### config.mk
export PLATFORM = sky130hd
export DESIGN_NAME = muxn_rr_flat
export DESIGN_NICKNAME = d
export VERILOG_FILES = /design/src/rtl/muxn_rr_if.sv /design/src/rtl/muxn_rr.sv /design/src/flat_wrapper.sv
export SDC_FILE = /design/constraint.sdc
export NUM_CORES = 1
export LEC_CHECK = 0
export BUFFER_PORTS_ARGS = -buffer_cell sky130_fd_sc_hd__buf_4
export CAP_MARGIN = 10
export CORE_MARGIN = 1
export CORE_UTILIZATION = 36
export DETAILED_ROUTE_END_ITERATION = 12
export GPL_TIMING_DRIVEN = 0
export PLACE_DENSITY = 0.76
export SYNTH_ARGS = -nofsm -noshare
export SYNTH_HDL_FRONTEND = slang
export SYNTH_SLANG_ARGS = --single-unit
### constraint.sdc
create_clock -name clk -period 5.3 [get_ports clk]
set_input_delay 0.265 -clock clk [delete_from_list [all_inputs] [get_ports clk]]
set_output_delay 0.265 -clock clk [all_outputs]
set_load 0.01 [all_outputs]
### src/rtl/muxn_rr_if.sv
// Handshake bundle for muxn_rr: N producer channels in, one registered consumer channel out.
// Latency: none (wires only).
// Backpressure: carried by in_ready (mux -> producers) and out_ready (consumer -> mux).
// Ports: in_data/in_valid/in_ready per channel, in_last when MUXN_RR_LOCK_EN is defined,
//        out_data/out_ch/out_valid/out_ready on the merged side.
// Modports: slave = the mux, master = the surrounding producers and consumer.
interface muxn_rr_if #(
    parameter int N = 4,
    parameter int W = 8
);
    localparam int SW = $clog2(N);

    logic [N*W-1:0] in_data;
    logic [N-1:0]   in_valid;
    logic [N-1:0]   in_ready;
`ifdef MUXN_RR_LOCK_EN
    logic [N-1:0]   in_last;
`endif
    logic [W-1:0]   out_data;
    logic [SW-1:0]  out_ch;
    logic           out_valid;
    logic           out_ready;

    modport slave (
`ifdef MUXN_RR_LOCK_EN
        input  in_last,
`endif
        input  in_data, in_valid, out_ready,
        output in_ready, out_data, out_ch, out_valid
    );

    modport master (
`ifdef MUXN_RR_LOCK_EN
        output in_last,
`endif
        output in_data, in_valid, out_ready,
        input  in_ready, out_data, out_ch, out_valid
    );
endinterface

### src/rtl/muxn_rr.sv
// N-channel valid/ready merger with manual-select and round-robin modes, one output register.
// Latency: 1 cycle from accept to out_valid; 1 beat/cycle sustained with out_ready high.
// Backpressure: in_ready is combinational from out_ready; a stalled full output register gates all inputs.
// Ports: clk, rst_n (async, active-low), mode (0 manual / 1 round-robin), sel (manual channel),
//        bus (muxn_rr_if.slave) carrying the per-channel inputs and the registered output.
// Option: MUXN_RR_LOCK_EN adds in_last and holds a round-robin grant for a whole packet.
module muxn_rr #(
    parameter int N = 4,
    parameter int W = 8
) (
    input  logic                 clk,
    input  logic                 rst_n,
    input  logic                 mode,
    input  logic [$clog2(N)-1:0] sel,
    muxn_rr_if.slave             bus
);
    localparam int SW = $clog2(N);

    logic [SW-1:0] ptr;
    logic          load;
    logic          rr_vld;
    logic [SW-1:0] rr_ch;
    logic          grant_vld;
    logic [SW-1:0] grant_ch;
    logic          accept;
    logic [SW-1:0] next_ptr;
    int            idx;

`ifdef MUXN_RR_LOCK_EN
    logic          locked;
    logic [SW-1:0] lock_ch;
`endif

    // The output register can take a beat when empty or being drained this cycle.
    assign load = !bus.out_valid || bus.out_ready;

    // Round-robin search: first valid channel at or after ptr, wrapping at N.
    always_comb begin
        rr_vld = 1'b0;
        rr_ch  = '0;
        idx    = 0;
        for (int i = 0; i < N; i++) begin
            idx = int'(ptr) + i;
            if (idx >= N) begin
                idx = idx - N;
            end
            if (!rr_vld && bus.in_valid[idx]) begin
                rr_vld = 1'b1;
                rr_ch  = SW'(idx);
            end
        end
    end

    always_comb begin
        grant_vld = 1'b0;
        grant_ch  = '0;
        if (!mode) begin
            // Out-of-range select grants nothing.
            if (32'(sel) < N) begin
                grant_vld = 1'b1;
                grant_ch  = sel;
            end
        end else begin
`ifdef MUXN_RR_LOCK_EN
            // Mid-packet the grant stays put even if the owner has gone idle.
            if (locked) begin
                grant_vld = 1'b1;
                grant_ch  = lock_ch;
            end else begin
                grant_vld = rr_vld;
                grant_ch  = rr_ch;
            end
`else
            grant_vld = rr_vld;
            grant_ch  = rr_ch;
`endif
        end
    end

    always_comb begin
        bus.in_ready = '0;
        if (grant_vld) begin
            bus.in_ready[grant_ch] = load;
        end
    end

    assign accept   = grant_vld && load && bus.in_valid[grant_ch];
    assign next_ptr = (grant_ch == SW'(N - 1)) ? '0 : grant_ch + SW'(1);

    always_ff @(posedge clk or negedge rst_n) begin
        if (!rst_n) begin
            bus.out_valid <= 1'b0;
            bus.out_data  <= '0;
            bus.out_ch    <= '0;
            ptr           <= '0;
        end else begin
            if (accept) begin
                bus.out_valid <= 1'b1;
                bus.out_data  <= bus.in_data[int'(grant_ch) * W +: W];
                bus.out_ch    <= grant_ch;
            end else if (bus.out_ready) begin
                bus.out_valid <= 1'b0;
            end

            // Pointer only moves in round-robin mode; manual mode leaves it frozen.
            if (mode && accept) begin
`ifdef MUXN_RR_LOCK_EN
                if (bus.in_last[grant_ch]) begin
                    ptr <= next_ptr;
                end
`else
                ptr <= next_ptr;
`endif
            end
        end
    end

`ifdef MUXN_RR_LOCK_EN
    always_ff @(posedge clk or negedge rst_n) begin
        if (!rst_n) begin
            locked  <= 1'b0;
            lock_ch <= '0;
        end else if (!mode) begin
            locked  <= 1'b0;
        end else if (accept) begin
            locked  <= !bus.in_last[grant_ch];
            lock_ch <= grant_ch;
        end
    end
`endif

endmodule
### src/flat_wrapper.sv
// flat-port wrapper written by rule: the top's interface ports become plain ports
module muxn_rr_flat 
#(
    parameter int N = 4,
    parameter int W = 8
)
  (clk, rst_n, mode, sel, bus_in_data, bus_in_valid, bus_out_ready, bus_in_ready, bus_out_data, bus_out_ch, bus_out_valid);
  muxn_rr_if #(.N(N), .W(W)) bus_i ();
  input  logic clk;
  input  logic rst_n;
  input  logic mode;
  input  logic [$clog2(N)-1:0] sel;
  input wire logic [$bits(bus_i.in_data)-1:0] bus_in_data;
  input wire logic [$bits(bus_i.in_valid)-1:0] bus_in_valid;
  input wire logic [$bits(bus_i.out_ready)-1:0] bus_out_ready;
  output wire logic [$bits(bus_i.in_ready)-1:0] bus_in_ready;
  output wire logic [$bits(bus_i.out_data)-1:0] bus_out_data;
  output wire logic [$bits(bus_i.out_ch)-1:0] bus_out_ch;
  output wire logic [$bits(bus_i.out_valid)-1:0] bus_out_valid;
  assign bus_i.in_data = bus_in_data;
  assign bus_i.in_valid = bus_in_valid;
  assign bus_i.out_ready = bus_out_ready;
  assign bus_in_ready = bus_i.in_ready;
  assign bus_out_data = bus_i.out_data;
  assign bus_out_ch = bus_i.out_ch;
  assign bus_out_valid = bus_i.out_valid;
  muxn_rr #(.N(N), .W(W)) u_core (.clk(clk), .rst_n(rst_n), .mode(mode), .sel(sel), .bus(bus_i));
endmodule
==> run_results.csv <==
group,metric,value,unit
grt,grt_util_all_layers,0.2142,
logic_synthesis,post_synth_top_area_cell,"dfrtp_1",
sta,final.hold.worst_slack,0.3376,ns
worst_setup_path,worstPathArrival,2.38,ns
logic_synthesis,synth_seq_area_share,0.3242,
sta,worst_pin_slew,0.5932,ns
sta,timing.slew.headroom,0.6033,
finish,final_layout_size_suffix_gt1_frac,0.5032,
clocking,clock_sinks,13,
placed_design,placement.setup.worst_slack,2.888,ns
logic_synthesis,synth.cells.most_frequent,"mux2i_1, dfrtp_1, mux2_2",
logic_synthesis,netlist_instances,97,
sta,achievable-frequency,378.3,MHz
worst_setup_path,crit_slowest_cell,"dfrtp_1",
job,cap_viol_max_count,0,
sta,unrepaired_setup_endpoints_after_global_routing,"no",
floorplan,initial_core_util,0.3943,
logic_synthesis,synth_area,0.001003,mm^2
grt,gr-total-overflow,0,
floorplan,floorplan.rows,18,
grt,first_global_vias,987,
route,detail_route.first_pass.iterations,5,
logic_synthesis,asyncSetResetFlopFracSynth,1.000,
route,drt_drc,0,
route,ant_nets,0,
sta,number_of_slew_limit_violations_in_the_final_report,0,
worst_setup_path,worst_path_largest_cell_delay,0.47,ns
worst_setup_path,cp_cell_sequence,"mux2_2 -> o221ai_2 -> o21a_2 -> buf_2 -> inv_1 -> ha_1 -> and2_1 -> buf_4",
route,wl_per_cell,14.71,um
clocking,clkTransAtPathRegs,0.09,ns
placed_design,gp_routability_congestion,0.8488,
grt,grt_max_degree,14,
power_and_ir_drop,leakage,0.7772,nW
logic_synthesis,postSynthRegisterBits,13,
placed_design,post-place-cells,182,
placed_design,dp_hpwl,2228,um
sta,setup_slack,2.657,ns
logic_synthesis,synth.area.top_cells,"dfrtp_1, mux2i_1, mux2_2, a21oi_1, inv_1",
clocking,tritoncts,"yes",
clocking,clk_path_buf_depth,2,
clocking,tritoncts.num_buffers,3,
clocking,insertion_delay,0.28,ns
floorplan,design.core.area,0.002545,mm^2
sta,final-setup-viol-count,0,
finish,num_antenna_cells,0,
logic_synthesis,synthDominantCellAreaShare,0.3242,
placed_design,portBuffers,55,
worst_setup_path,crit_path_end_kind,"primary output",
grt,first_pass_grt_wire_length,4457,um
logic_synthesis,synth-edff-count,0,
route,vias,979,
sta,finalCritPeriodShare,0.4987,
logic_synthesis,synth_fp_nets,140,
logic_synthesis,ys_types,31,
logic_synthesis,post_synth.cell_area_avg,10.34,um^2
worst_hold_path,min_path_type,"input port to flop",
power_and_ir_drop,powerDensity,372.4,mW/mm^2
logic_synthesis,yosys_most_used_dff,"dfrtp_1",
clocking,root_buffer,"clkbuf_4",
finish,final_area,0.001491,mm^2
outcome,outcome,"completed",
finish,layout.core_utilization,0.5860,
worst_setup_path,crit_type,"flop to primary output",
worst_setup_path,path_max_fanout,10,
finish,final_cell_count_no_fill,187,
floorplan,die_height,54.80,um
route,drt_iter0_markers,18,
sta,fin_skew,0.005775,ns
finish,num-nets-final,201,
finish,area_growth,48.63,%
logic_synthesis,synth.yosys.warnings,0,
floorplan,boundaryPins,57,
power_and_ir_drop,power,0.5554,mW
sta,timing.setup.tns,0,ns
clocking,cts_setup_buffers,0,
worst_setup_path,worstPathRequired,5.04,ns
logic_synthesis,most_common_cell_in_the_netlist,"mux2i_1",
sta,post-route-min-period,2.643,ns
sta,final_hold_viol_count,0,
route,routed_wirelength,2751,um
worst_setup_path,worst_setup_path_start_kind,"flop",
clocking,cts.htree.levels,1,
floorplan,design.die.area,0.003002,mm^2
route,viasPerCell,5.235,
grt,antenna_found_initial,0,
power_and_ir_drop,vdd_ir_drop_max,0.3140,mV
floorplan,dieWidth,54.80,um
placed_design,placedInstanceArea,0.001454,mm^2
-- worst paths after layout --
path                                         from                      to  slack (ns)  depth (start not counted)
min in group asynchronous                   rst_n           u_core.ptr[0]        0.36                          2
hold / removal                               mode           u_core.ptr[0]        0.34                          3
setup reg to reg                    u_core.ptr[1]  u_core.bus.out_data[6]        2.87                          6
max in group asynchronous                   rst_n    u_core.bus.out_ch[1]        4.77                          2
setup / recovery                    u_core.ptr[1]         bus_in_ready[3]        2.66                          8
hold reg to reg            u_core.bus.out_data[2]  u_core.bus.out_data[2]        0.51                          1
-- what timing repair did --
| item | in CTS | in global routing |
|---|---|---|
| hold buffers | 1 | 0 |
| hold endpoints to repair | 13 | 0 |
| gates resized for setup | 0 | 0 |
-- registers in the layout (all words and copies together), names as in the netlist --
register	flops
u_core.bus.out_data	8
u_core.bus.out_valid	1
u_core.bus.out_ch	2
u_core.ptr	2
-- where the power goes --
group,internal [mW],switching [mW]
clock network,0.0280,0.0345
registers,0.147,0.0336
logic,0.173,0.138
-- logic make-up after synthesis --
group / after synthesis / synth area share
flip-flops: 13 / 0.3242
multiplexers: 36 / 0.3728
AND/OR/NAND/NOR: 16 / 0.08356
adder cells (fa/ha/maj): 1 / 0.01247
buffers and inverters: 10 / 0.04612
AO/OA/AOI/OAI: 21 / 0.1609
-- metal layers --
layer,GRT usage,vias up,routed length [um]
li1,-,484,-
met1,0.2551,457,1138
met2,0.3735,34,1447
met3,0.04722,4,132
met4,0.07265,0,33
met5,0,-,0
-- worst max-delay path, delay by kind of cell, from the launching register on --
kind / cells / cell delay, ns
AO/OA/AOI/OAI: 2 / 0.35
adder cells (fa/ha/maj): 1 / 0.21
buffers and inverters: 3 / 0.57
flip-flops: 1 / 0.47
multiplexers: 1 / 0.37
AND/OR/NAND/NOR: 1 / 0.13
-- layout make-up --
cell class                      instances  area [um^2]
Buffer                                  3        20.02
Clock buffer                            3        22.52
Clock inverter                          1        5.005
Fill cell                             220         1054
Inverter                                7        26.28
Multi-Input combinational cell         74        631.9
Sequential cell                        13        325.3
Tap cell                               30        37.54
Timing Repair Buffer                   56        422.9
-- layout by cell type, fill, tap and decap left out, types with 2 or more instances in the layout --
cell / netlist / routed
a21oi_1: 5 / 5
buf_4: 2 / 57
nand2_1: 3 / 3
o21ai_0: 4 / 4
nor3_1: 2 / 2
inv_1: 6 / 6
dfrtp_1: 13 / 13
clkbuf_4: 0 / 3
mux2i_1: 25 / 25
mux2_2: 11 / 11
nor2_1: 5 / 5
Note: power is estimated with default switching activity, not from simulation.
